--- config.mk ---
export PLATFORM = sky130hd
export DESIGN_NAME = play_sequencer
export DESIGN_NICKNAME = d
export VERILOG_FILES = /design/src/rtl/piano_pkg.sv /design/src/rtl/tick_gen.sv /design/src/rtl/play_sequencer.sv
export SDC_FILE = /design/constraint.sdc
export NUM_CORES = 1
export LEC_CHECK = 0
export ABC_AREA = 1
export CORE_ASPECT_RATIO = 0.9
export CORE_MARGIN = 1
export CORE_UTILIZATION = 30
export CTS_BUF_LIST = sky130_fd_sc_hd__clkbuf_8
export DETAILED_ROUTE_END_ITERATION = 10
export GPL_TIMING_DRIVEN = 0
export PLACE_DENSITY = 0.58
export SLEW_MARGIN = 20
export SYNTH_ARGS = -nofsm -noshare
export SYNTH_HDL_FRONTEND = slang
export SYNTH_HIERARCHICAL = 1
export SYNTH_SLANG_ARGS = --single-unit
--- constraint.sdc ---
create_clock -name clk -period 3.7 [get_ports clk]
set_input_delay 0.555 -clock clk [delete_from_list [all_inputs] [get_ports clk]]
set_output_delay 0.555 -clock clk [all_outputs]
set_load 0.01 [all_outputs]
--- src/rtl/piano_pkg.sv ---
// Shared types and encodings for the piano player: FSM states, mode and note codes,
// and the note-length table.
package piano_pkg;

    typedef enum logic [2:0] {
        S_IDLE,
        S_FETCH,
        S_WAIT,
        S_PLAY,
        S_KEYWAIT,
        S_GAP,
        S_DONE
    } state_t;

    localparam logic [2:0] MODE_FREE  = 3'b100;
    localparam logic [2:0] MODE_AUTO  = 3'b010;
    localparam logic [2:0] MODE_LEARN = 3'b001;

    localparam logic [3:0] NOTE_REST = 4'd0;
    localparam logic [3:0] NOTE_END  = 4'd15;

    // Length code -> number of duration ticks.
    function automatic logic [7:0] len_ticks(input logic [1:0] code);
        case (code)
            2'd0:    len_ticks = 8'd1;
            2'd1:    len_ticks = 8'd2;
            2'd2:    len_ticks = 8'd4;
            default: len_ticks = 8'd8;
        endcase
    endfunction

    // One-hot key for notes do..si; rests and out-of-range codes give no hint.
    function automatic logic [6:0] key_hint(input logic [3:0] note);
        if (note >= 4'd1 && note <= 4'd7) key_hint = 7'(7'b1 << (note - 4'd1));
        else                              key_hint = '0;
    endfunction

    function automatic logic [3:0] lowest_key(input logic [6:0] k);
        lowest_key = NOTE_REST;
        for (int i = 6; i >= 0; i--) begin
            if (k[i]) lowest_key = 4'(i + 1);
        end
    endfunction

endpackage

--- src/rtl/tick_gen.sv ---
// Duration tick divider: one-cycle tick every DIV clocks, restartable with clr so the
// first tick after a restart is a full period.
module tick_gen #(
    parameter int DIV = 6250000
) (
    input  logic clk,
    input  logic reset,
    input  logic clr,
    output logic tick
);
    localparam int W = (DIV > 1) ? $clog2(DIV) : 1;

    logic [W-1:0] cnt_q;

    assign tick = (cnt_q == W'(DIV - 1));

    always_ff @(posedge clk or negedge reset) begin
        if (!reset)             cnt_q <= '0;
        else if (clr || tick)   cnt_q <= '0;
        else                    cnt_q <= cnt_q + W'(1);
    end

endmodule

--- src/rtl/play_sequencer.sv ---
// Piano song player: free play from the keys, auto playback and key-guided learn mode
// from an external synchronous song ROM.
module play_sequencer
    import piano_pkg::*;
#(
    parameter int TICK_DIV  = 6250000,
    parameter int GAP_TICKS = 1,
    parameter int SONG_CNT  = 3
) (
    input  logic       clk,
    input  logic       reset,
    input  logic [2:0] mode,
    input  logic       start,
    input  logic       song_next,
    input  logic       song_prev,
    input  logic [6:0] keys,
    input  logic [1:0] octave_sw,
    output logic [7:0] rom_addr,
    input  logic [7:0] rom_data,
    output logic [3:0] note_out,
    output logic [1:0] octave_out,
    output logic [6:0] led_hint,
    output logic [3:0] song_num,
    output logic       busy,
    output logic       done
);
    state_t     state_q, state_d;
    logic [5:0] idx_q, idx_d;
    logic [1:0] song_q, song_d;
    logic [2:0] mode_q;
    logic [3:0] note_q, note_d;
    logic [1:0] oct_q, oct_d;
    logic [1:0] len_q, len_d;
    logic [7:0] tcnt_q, tcnt_d;
    logic       match_q, match;
    logic       auto_lrn, abort, tick, clr;
    logic [3:0] note_out_q, note_out_d;
    logic [1:0] oct_out_q, oct_out_d;
    logic [6:0] led_q, led_d;
    logic [7:0] rom_addr_q, rom_addr_d;

    tick_gen #(.DIV(TICK_DIV)) u_tick (
        .clk   (clk),
        .reset (reset),
        .clr   (clr),
        .tick  (tick)
    );

    assign auto_lrn = (mode == MODE_AUTO) || (mode == MODE_LEARN);
    assign match    = (keys == key_hint(note_q));
    // Any user action other than waiting ends the current song without a done pulse.
    assign abort    = (state_q != S_IDLE) &&
                      (!auto_lrn || (mode != mode_q) || start || (song_next ^ song_prev));

    always_comb begin
        song_d = song_q;
        if (song_next && !song_prev)
            song_d = (song_q == 2'(SONG_CNT - 1)) ? 2'd0 : song_q + 2'd1;
        else if (song_prev && !song_next)
            song_d = (song_q == 2'd0) ? 2'(SONG_CNT - 1) : song_q - 2'd1;
    end

    always_comb begin
        state_d = state_q;
        idx_d   = idx_q;
        note_d  = note_q;
        oct_d   = oct_q;
        len_d   = len_q;
        tcnt_d  = tcnt_q;
        clr     = 1'b0;
        case (state_q)
            S_IDLE: if (auto_lrn && start) begin
                state_d = S_FETCH;
                idx_d   = '0;
            end
            S_FETCH: state_d = S_WAIT;
            S_WAIT: begin
                note_d = rom_data[3:0];
                oct_d  = rom_data[5:4];
                len_d  = rom_data[7:6];
                if (rom_data[3:0] == NOTE_END)
                    state_d = S_DONE;
                else if (mode == MODE_AUTO || rom_data[3:0] == NOTE_REST)
                    state_d = S_PLAY;
                else
                    state_d = S_KEYWAIT;
            end
            S_KEYWAIT: if (match && !match_q) state_d = S_PLAY;
            S_PLAY: if (tick) begin
                if (tcnt_q + 8'd1 >= len_ticks(len_q)) state_d = S_GAP;
                else                                   tcnt_d  = tcnt_q + 8'd1;
            end
            S_GAP: if (tick) begin
                if (tcnt_q + 8'd1 >= 8'(GAP_TICKS)) begin
                    // Stop at the last slot so a song without an end marker cannot wrap.
                    if (idx_q == 6'd63) begin
                        state_d = S_DONE;
                    end else begin
                        state_d = S_FETCH;
                        idx_d   = idx_q + 6'd1;
                    end
                end else begin
                    tcnt_d = tcnt_q + 8'd1;
                end
            end
            S_DONE:  state_d = S_IDLE;
            default: state_d = S_IDLE;
        endcase
        if (abort) begin
            state_d = S_IDLE;
            idx_d   = '0;
        end
        clr = (state_d != state_q) && (state_d == S_PLAY || state_d == S_GAP);
        if (clr) tcnt_d = '0;
    end

    always_comb begin
        note_out_d = '0;
        oct_out_d  = '0;
        led_d      = '0;
        rom_addr_d = rom_addr_q;
        if (mode == MODE_FREE) begin
            note_out_d = lowest_key(keys);
            oct_out_d  = octave_sw;
        end else begin
            if (state_d == S_PLAY)    note_out_d = note_d;
            if (state_d != S_IDLE)    oct_out_d  = oct_d;
            if (state_d == S_KEYWAIT) led_d      = key_hint(note_d);
        end
        if (state_d == S_FETCH)     rom_addr_d = {song_q, idx_d};
        else if (state_d == S_IDLE) rom_addr_d = '0;
    end

    always_ff @(posedge clk or negedge reset) begin
        if (!reset) begin
            state_q    <= S_IDLE;
            idx_q      <= '0;
            song_q     <= '0;
            mode_q     <= '0;
            note_q     <= '0;
            oct_q      <= '0;
            len_q      <= '0;
            tcnt_q     <= '0;
            match_q    <= 1'b0;
            note_out_q <= '0;
            oct_out_q  <= '0;
            led_q      <= '0;
            rom_addr_q <= '0;
        end else begin
            state_q    <= state_d;
            idx_q      <= idx_d;
            song_q     <= song_d;
            mode_q     <= mode;
            note_q     <= note_d;
            oct_q      <= oct_d;
            len_q      <= len_d;
            tcnt_q     <= tcnt_d;
            match_q    <= match;
            note_out_q <= note_out_d;
            oct_out_q  <= oct_out_d;
            led_q      <= led_d;
            rom_addr_q <= rom_addr_d;
        end
    end

    assign rom_addr   = rom_addr_q;
    assign note_out   = note_out_q;
    assign octave_out = oct_out_q;
    assign led_hint   = led_q;
    assign song_num   = {2'b00, song_q} + 4'd1;
    assign busy       = (state_q != S_IDLE);
    assign done       = (state_q == S_DONE);

endmodule
==> flow_summary.ini, run 1 <==
[power]
p_seq_frac = 0.320
power.internal_mw = 1.97
sw_frac_of_total = 0.477
powerDensity_nw_per_um2 = 656
combPwrFrac = 0.530
leakage_nw = 2.76
clock_power_share = 0.150
switchingPower_mw = 1.79
peakVddDrop_v = 0.000343

[critical_path]
crit_family = simple AND/OR/NAND/NOR gates
rrSetupSlack_ns = 0.38
ff2ff_path_depth = 17
cpMostUsedCell = nand2_1
crit_type = register to register
timing.rr.end = u_tick/cnt_q[12]
start_kind = register
cp_max_fo = 10
cp.arrival_ns = 3.57
crit_path_end_kind = register
crit_buf_inv = 3
critPathMaxStageDelay_ns = 0.42
r2r_start = u_tick/cnt_q[0]
required_ns = 3.95
cp_cell_sequence = ha_1 -> nand2_1 -> nor2_4 -> nand3_1 -> nor2_1 -> clkbuf_1 -> nand3_4 -> nand2_1 -> nand2_1 -> nand2_2 -> nand2_4 -> a21oi_4 -> a21boi_2 -> inv_1 -> nand2_2 -> buf_6 -> nor2_1
crit_slowest_cell = dfrtp_1

[synth]
syn-cell-area_um2 = 4790
yosysWarningCount = 6
yosys-top-cells-count = nand2_1 (194), nor2_1 (90), inv_1 (85)
synth_area_leader_cell = dfrtp_1
ys_top_cells_by_area = dfrtp_1 (39%), nand2_1 (15%), nor2_1 (7.1%)
synth_top_area_share = 0.392
synth-edff-count = 0
mappedNetlistNets = 702
synth.most_common_cell = nand2_1
ys_types = 42
postSynthCellCount = 663
syn_avg_cell_area_um2 = 7.22
synthArstFlopShare = 1.00
synth_ff_type = dfrtp_1
synth-seq-area-share = 0.392
synth-seq-cells = 75

[sta]
tightest_slew_ns = 0.686
maxSlewHeadroom = 0.538
post-route-min-period_ns = 3.32
fmax_mhz = 301
skew_ns = 0.0140
setup_viol = 0
hold_viol_final = 0
finalSetupTns_ns = 0
rsz0062_at_grt = no
period_share = 0.899
slew_viol_final = 0

[floorplan]
die_w_um = 135
boundaryPins = 52
num_rows = 43
fp.dieArea_um2 = 16500
core_area_um2 = 15500
initial_core_util = 0.309
die_h_um = 122

[clock_network]
cts_buffers = 9
postCtsSetupBuffers = 0
cts_tree = yes
cts_resized = 0
cts_root_buf = clkbuf_8
cts_sinks = 75
path_clk_slew_ns = 0.09
hold_buffers = 0
htree_levels = 3
clock_latency_ns = 0.37
clockBufferDepth = 2

[layout]
syn_to_final_growth_pct = 19.7
utilization = 0.370
diodes = 0
nets = 764
layout-drive-gt1-share = 0.108

[global_route]
antenna_found_initial = 0
first_global_vias = 3875
grtUsageTotal = 0.146
grt_overflow_total = 0
grt_max_degree = 56
grt_pass1_wl_um = 18800

[drt]
drc_errors = 0
dr.first_iter.drc_count = 276
wl_um = 11100
via_per_inst = 4.50
vias = 4193
ant_nets = 0
dr.pass1.iters = 4
wl_per_cell_um = 12.0

[hold_path]
hp-class = input port to asynchronous set/reset pin

[status]
status = finished clean

[placed_design]
gp_congestion = 0.823
dp_hpwl_um = 8410
place.port_buffers = 50

[flow_run]
cap_violations = 0
-- area by class of cell --
cell class              count  area (µm²)
clock buffers               9         124
fillers                  1671        9760
flip-flops and latches     75        1880
clock inverters             6        41.3
repair buffers             51         526
multi-input cells         490        2520
well taps                 202         253
plain buffers               5        37.5
inverters                  93         349
-- per-stage QoR --
stage / power, mW / std cells / hold WS [ns] / instance area [µm²] / setup WS, ns
detailed placement: 3.22 / 916 / 0.452 / 5570 / 0.360
finish: 3.76 / 931 / 0.0838 / 5730 / 0.375
global route: 4.13 / 931 / 0.0904 / 5730 / 0.0769
CTS: 3.81 / 931 / 0.0869 / 5730 / 0.338
global placement: 3.20 / 915 / 0.453 / 5540 / -0.909
floorplan: 2.68 / 663 / 0.259 / 4790 / 0.954
-- sequential cells by signal, summed over array words and instances, names as in the netlist --
name / cells
octave_out: 2
rom_addr: 8
idx_q: 6
note_out: 4
song_q: 2
match_q: 1
u_tick/cnt_q: 23
oct_q: 2
mode_q: 3
note_q: 4
len_q: 2
tcnt_q: 8
led_hint: 7
state_q: 3
-- cell usage in the layout, fill, tap and decap left out, types with 2 or more instances in the layout --
cell type          n
a211oi_1           2
a21oi_1           12
a21oi_2            8
a31oi_1            6
buf_4              2
buf_6              2
clkbuf_1           2
clkbuf_8           9
clkdlybuf4s50_1   49
clkinv_1           2
clkinv_2           3
dfrtp_1           75
ha_1              14
inv_1             85
inv_2              6
inv_6              2
mux2_2             2
nand2_1          194
nand2_2           10
nand2_4            3
nand3_1           43
nand3_4            2
nand4_1           10
nor2_1            90
nor2_2            12
nor2_4             5
nor3_1             7
o211ai_1           4
o21ai_0           25
o21bai_1           5
o31ai_1            2
or2_2              5
xnor2_1            3
xor2_1            14
-- cell families after synthesis --
kind of cell | share of synthesized area
compound gates | 0.0954
mux | 0.00470
flops | 0.392
other cells | 0.000783
buf+inv | 0.0807
fa+ha+maj | 0.0366
simple gates | 0.359
xor+xnor | 0.0311
-- worst max-delay path by stage --
stage                               start                to  slack, ns  cells after the start
after floorplan                 tcnt_q[0]   u_tick/cnt_q[7]       0.95                     19
after global placement              reset       led_hint[6]      -0.91                      1
after detailed placement  u_tick/cnt_q[0]  u_tick/cnt_q[18]       0.36                     17
after CTS                 u_tick/cnt_q[0]  u_tick/cnt_q[18]       0.34                     17
after global routing      u_tick/cnt_q[0]  u_tick/cnt_q[20]       0.08                     17
final                     u_tick/cnt_q[0]  u_tick/cnt_q[12]       0.38                     17
-- power by group through the flow --
stage	Combinational, mW	Sequential (mW)	Clock (mW)
final	1.99	1.20	0.566
after CTS	2.01	1.20	0.593
after global placement	1.98	1.22	0
after detailed placement	2.00	1.22	0
after global routing	2.27	1.24	0.624
after floorplan	1.50	1.19	0
-- metal layers --
layer  up-vias  share of wire  global-route usage
met5         -              0                   0
met4         0          0.012              0.0442
met3         7          0.044              0.0412
met2        61           0.43               0.224
met1      1907           0.51               0.197
li1       2218              -                   -
Power figures use the tool's default switching activity.
==> inputs of run 2 (changes only) <==
CAP_MARGIN = 20   (was default)
RECOVER_POWER = 50   (was default)
TNS_END_PERCENT = 5   (was default)
==> flow_summary.ini, run 2 (synthesis results as in run 1) <==
[sta]
post-route-min-period_ns = 3.33
period_share = 0.899
setup_viol = 0
rsz0062_at_grt = no
slew_viol_final = 0
hold_viol_final = 0
tightest_slew_ns = 1.37
skew_ns = 0.0151
maxSlewHeadroom = 0.0858
fmax_mhz = 301
whs_ns = 0.470

[placed_design]
place.port_buffers = 50
gp_congestion = 0.823
dp_hpwl_um = 8410
placedInstanceArea_um2 = 5570

[clock_network]
clock_latency_ns = 0.37
cts_buffers = 9
cts_tree = yes
postCtsSetupBuffers = 0
htree_levels = 3
cts_sinks = 75
path_clk_slew_ns = 0.09
cts_root_buf = clkbuf_8
cts_resized = 0
clockBufferDepth = 2
hold_buffers = 0

[critical_path]
timing.rr.end = u_tick/cnt_q[12]
r2r_start = u_tick/cnt_q[0]
cp_cell_sequence = ha_1 -> nand2_1 -> nor2_4 -> nand3_1 -> nor2_1 -> clkbuf_1 -> nand3_4 -> nand2_1 -> nand2_1 -> nand2_2 -> nand2_4 -> a21oi_4 -> a21boi_2 -> inv_1 -> nand2_2 -> buf_6 -> nor2_1
crit_family = simple AND/OR/NAND/NOR gates
crit_type = register to register
crit_buf_inv = 3
crit_path_end_kind = register
cp.arrival_ns = 3.57
critPathMaxStageDelay_ns = 0.42
required_ns = 3.95
rrSetupSlack_ns = 0.37
cp_max_fo = 10
cpMostUsedCell = nand2_1
start_kind = register
ff2ff_path_depth = 17
crit_slowest_cell = dfrtp_1

[hold_path]
hp-class = input port to asynchronous set/reset pin

[power]
combPwrFrac = 0.529
leakage_nw = 2.76
p_total_mw = 3.75
peakVddDrop_v = 0.000343
power.internal_mw = 1.96
powerDensity_nw_per_um2 = 658
clock_power_share = 0.151
switchingPower_mw = 1.79
sw_frac_of_total = 0.477
p_seq_frac = 0.320

[drt]
wl_um = 11200
vias = 4197
wl_per_cell_um = 12.0
ant_nets = 0
via_per_inst = 4.51
dr.pass1.iters = 4
drc_errors = 0
dr.first_iter.drc_count = 249

[layout]
final_common_cell = nand2_1
top_register = u_tick/cnt_q
syn_to_final_growth_pct = 19.0
diodes = 0
largest_reg_flops = 23
final_cell_mix = nand2_1 (194), nor2_1 (92), inv_1 (86)
n_fill_cell = 1675
layout-drive-gt1-share = 0.103
finalInstanceArea_um2 = 5700
nets = 764

[status]
status = finished clean

[global_route]
grt_max_degree = 56
top_usage_layer = met2
grt_use_met1 = 0.197
grtUsageTotal = 0.146
first_global_vias = 3875
globalRouteMet3Util = 0.0412
met2_usage = 0.224
grt_overflow_total = 0
grt_pass1_wl_um = 18800
antenna_found_initial = 0

[floorplan]
boundaryPins = 52
core_area_um2 = 15500
fp.dieArea_um2 = 16500
num_rows = 43
die_w_um = 135
die_h_um = 122
initial_core_util = 0.309

[flow_run]
cap_violations = 0
## run 2: power groups by stage
stage	Sequential, mW	Combinational (mW)	Clock (mW)
after floorplan	1.19	1.50	0
after global placement	1.22	1.98	0
after detailed placement	1.22	2.00	0
after CTS	1.20	2.01	0.593
after global routing	1.23	2.26	0.624
final	1.20	1.99	0.566
## run 2: worst max-delay path by stage
stage | from | to | slack, ns | depth (start not counted)
6_report | u_tick/cnt_q[0] | u_tick/cnt_q[12] | 0.37 | 17
5_1_grt | u_tick/cnt_q[0] | u_tick/cnt_q[20] | 0.08 | 17
4_1_cts | u_tick/cnt_q[0] | u_tick/cnt_q[18] | 0.34 | 17
3_5_place_dp | u_tick/cnt_q[0] | u_tick/cnt_q[18] | 0.36 | 17
3_3_place_gp | reset | led_hint[6] | -0.91 | 1
2_1_floorplan | tcnt_q[0] | u_tick/cnt_q[7] | 0.95 | 19
## run 2: layout make-up
class	count	area, µm²	share of cell area
repair buffers	51	499	0.0876
clock buffers	9	124	0.0217
inverters	93	349	0.0612
plain buffers	5	37.5	0.00658
clock inverters	6	41.3	0.00724
multi-input cells	490	2520	0.442
well taps	202	253	0.0443
flip-flops and latches	75	1880	0.329
## run 2: routing by layer
metal	vias to the layer above	part of all wire	wire (µm)
met2	68	0.43	4820
met5	-	0	0
met3	7	0.047	520
met1	1905	0.51	5680
met4	0	0.011	128
li1	2217	-	-
## run 2: per-stage QoR
step / setup slack, ns / setup TNS (ns) / instances / utilization
floorplan: 0.954 / 0 / 663 / -
global placement: -0.909 / -67.66 / 915 / 0.358
detailed placement: 0.360 / 0 / 916 / 0.359
CTS: 0.338 / 0 / 931 / 0.370
global route: 0.0769 / 0 / 931 / 0.368
finish: 0.374 / 0 / 931 / 0.368
==> inputs of run 3 (changes only) <==
ABC_AREA = default   (was 1)
==> flow_summary.ini, run 3 <==
[layout]
diodes = 0
final_cell_mix = dfrtp_1 (74), clkdlybuf4s50_1 (38), nand2_1 (35)
utilization = 0.380
final_common_cell = dfrtp_1
stdcell_count = 702
largest_reg_flops = 23
top_register = u_tick/cnt_q
layout-drive-gt1-share = 0.138
n_fill_cell = 1449
syn_to_final_growth_pct = 23.4
nets = 543

[status]
violations = capacitance limit, slew limit
status = finished, violations left

[clock_network]
htree_levels = 3
cts_buffers = 9
path_clk_slew_ns = 0.08
clock_latency_ns = 0.37
cts_root_buf = clkbuf_8
cts_sinks = 75
clockBufferDepth = 2
cts_tree = yes

[synth]
synth-simple-area-share = 0.237
synth_compound_area_frac = 0.166
synthArstFlopShare = 1.00
mappedNetlistNets = 479
synth-seq-area-share = 0.434
synth_top_family_by_area = simple AND/OR/NAND/NOR gates
synthXorXnorAreaFrac = 0.0385
yosys.area_share.adder = 0.0405
synth_top_area_share = 0.434
synth-seq-cells = 75
yosys-top-cells-count = dfrtp_1 (75), nand2_1 (35), nor2_1 (34)
ys_top_cells_by_area = dfrtp_1 (43%), ha_1 (4.0%), nand2_1 (3.0%)
synth_area_leader_cell = dfrtp_1
syn_avg_cell_area_um2 = 9.83
synth_ff_type = dfrtp_1
ys_types = 71
syn-cell-area_um2 = 4330
postSynthCellCount = 440
synth.most_common_cell = dfrtp_1
yosysWarningCount = 6
synth-edff-count = 0
synthMuxAreaShare = 0.0272

[critical_path]
rrSetupSlack_ns = 0.15
start_kind = register
required_ns = 3.99
r2r_start = tcnt_q[0]
cp.arrival_ns = 3.84
ff2ff_path_depth = 14
crit_path_end_kind = register
timing.rr.end = u_tick/cnt_q[17]
cp_max_fo = 10
crit_type = register to register

[sta]
slew_viol_final = 34
setup_viol = 0
post-route-min-period_ns = 3.55
tightest_slew_ns = 1.78
maxSlewHeadroom = -0.184
skew_ns = 0.0116
hold_viol_final = 0
period_share = 0.960
fmax_mhz = 281

[drt]
dr.first_iter.drc_count = 202
vias = 3473
drc_errors = 0
wl_um = 9840
dr.pass1.iters = 6
ant_nets = 0
wl_per_cell_um = 14.0
via_per_inst = 4.95

[global_route]
grt_max_degree = 44
grtUsageTotal = 0.141
grt_overflow_total = 0
antenna_found_initial = 0
grt_pass1_wl_um = 16300
first_global_vias = 3363

[floorplan]
die_w_um = 129
die_h_um = 116
num_rows = 41
initial_core_util = 0.308
fp.dieArea_um2 = 14900
core_area_um2 = 14100
boundaryPins = 52

[hold_path]
hold-path-endpoint = u_tick/cnt_q[0]
hold_path_startpoint = u_tick/cnt_q[0]
hp-class = register to register
hold-path-cell-count = 1

[power]
powerDensity_nw_per_um2 = 644
leakage_nw = 2.27
peakVddDrop_v = 0.000389

[flow_run]
cap_violations = 1

[placed_design]
dp_hpwl_um = 7230
dp.cells = 684
gp_congestion = 0.811
place.port_buffers = 50
## run 3: changes by cell type after synthesis, sizes merged, moves of 7 or more
cell	delta
a22o	+9
inv	-69
nand2	-172
nand2b	+7
nand3	-25
nand3b	+8
nor2	-65
or3	+9
## run 3: worst max-delay path by stage
stage               slack (ns)                to  depth (start not counted)             from
floorplan                 0.36  u_tick/cnt_q[19]                         14        tcnt_q[0]
CTS                      0.002  u_tick/cnt_q[19]                         14        tcnt_q[0]
finish                    0.15  u_tick/cnt_q[17]                         14        tcnt_q[0]
global placement         -0.58         song_q[0]                          1            reset
detailed placement       -0.15  u_tick/cnt_q[19]                         13          keys[0]
global route            -0.008  u_tick/cnt_q[19]                         16  u_tick/cnt_q[8]
## run 3: cell families after synthesis
logic type | after synthesis
AOI/OAI and AO/OA | 98
xor gates and xnor gates | 19
adders and majority gates | 14
buffers and inverters | 39
DFF | 75
muxes | 11
other | 1
and+or+nand+nor | 183
## run 3: cell type report
class	instances	area, µm²	share of cell area
flip-flops and latches	75	1880	0.352
clock inverters	6	71.3	0.0134
multi-input cells	326	2250	0.422
plain buffers	17	158	0.0295
repair buffers	53	514	0.0964
clock buffers	10	138	0.0258
well taps	193	241	0.0453
inverters	22	82.6	0.0155
## run 3: worst max-delay path, cell delays in order (launching register included)
cell and delay (ns):
dfrtp_2 0.42, inv_1 0.09, ha_1 0.36, ha_4 0.27, a2111oi_4 0.30, a21oi_2 0.09, o31a_1 0.33, o22a_1 0.18
or4_1 0.54, o211a_1 0.24, buf_6 0.15, inv_1 0.09, o41ai_4 0.11, buf_6 0.17, a21oi_1 0.12
## run 3: what timing repair did
item	CTS	global route
setup endpoints to repair	20	26
endpoints found under the hold margin	0	0
buffers inserted	0	2
hold buffers	0	0
resized for setup	2	8
## run 3: stage by stage
step | hold slack (ns) | setup TNS, ns | worst slack [ns] | cell area, µm² | total power, mW
3_5_place_dp | 0.490 | -2.55 | -0.148 | 5080 | 2.67
2_1_floorplan | 0.259 | 0 | 0.363 | 4330 | 2.22
6_report | 0.506 | 0 | 0.146 | 5340 | 3.44
5_1_grt | 0.521 | -0.00801 | -0.00801 | 5340 | 3.70
3_3_place_gp | 0.466 | -44.84 | -0.580 | 5070 | 2.62
4_1_cts | 0.125 | 0 | 0.00242 | 5300 | 3.36
## run 3: per-layer routing
| metal | global-route usage | vias to the layer above | wire length [µm] |
|---|---|---|---|
| li1 | - | 1723 | - |
| met1 | 0.178 | 1686 | 4660 |
| met2 | 0.236 | 59 | 4740 |
| met3 | 0.0392 | 5 | 336 |
| met4 | 0.0416 | 0 | 106 |
| met5 | 0 | - | 0 |
## run 3: where the power goes
group / switching (mW) / leakage [nW] / total [mW] / internal, mW
clock: 0.329 / 0.0995 / 0.664 / 0.335
sequential: 0.169 / 0.981 / 1.17 / 0.998
combinational: 0.871 / 1.19 / 1.61 / 0.737
total: 1.37 / 2.27 / 3.44 / 2.07
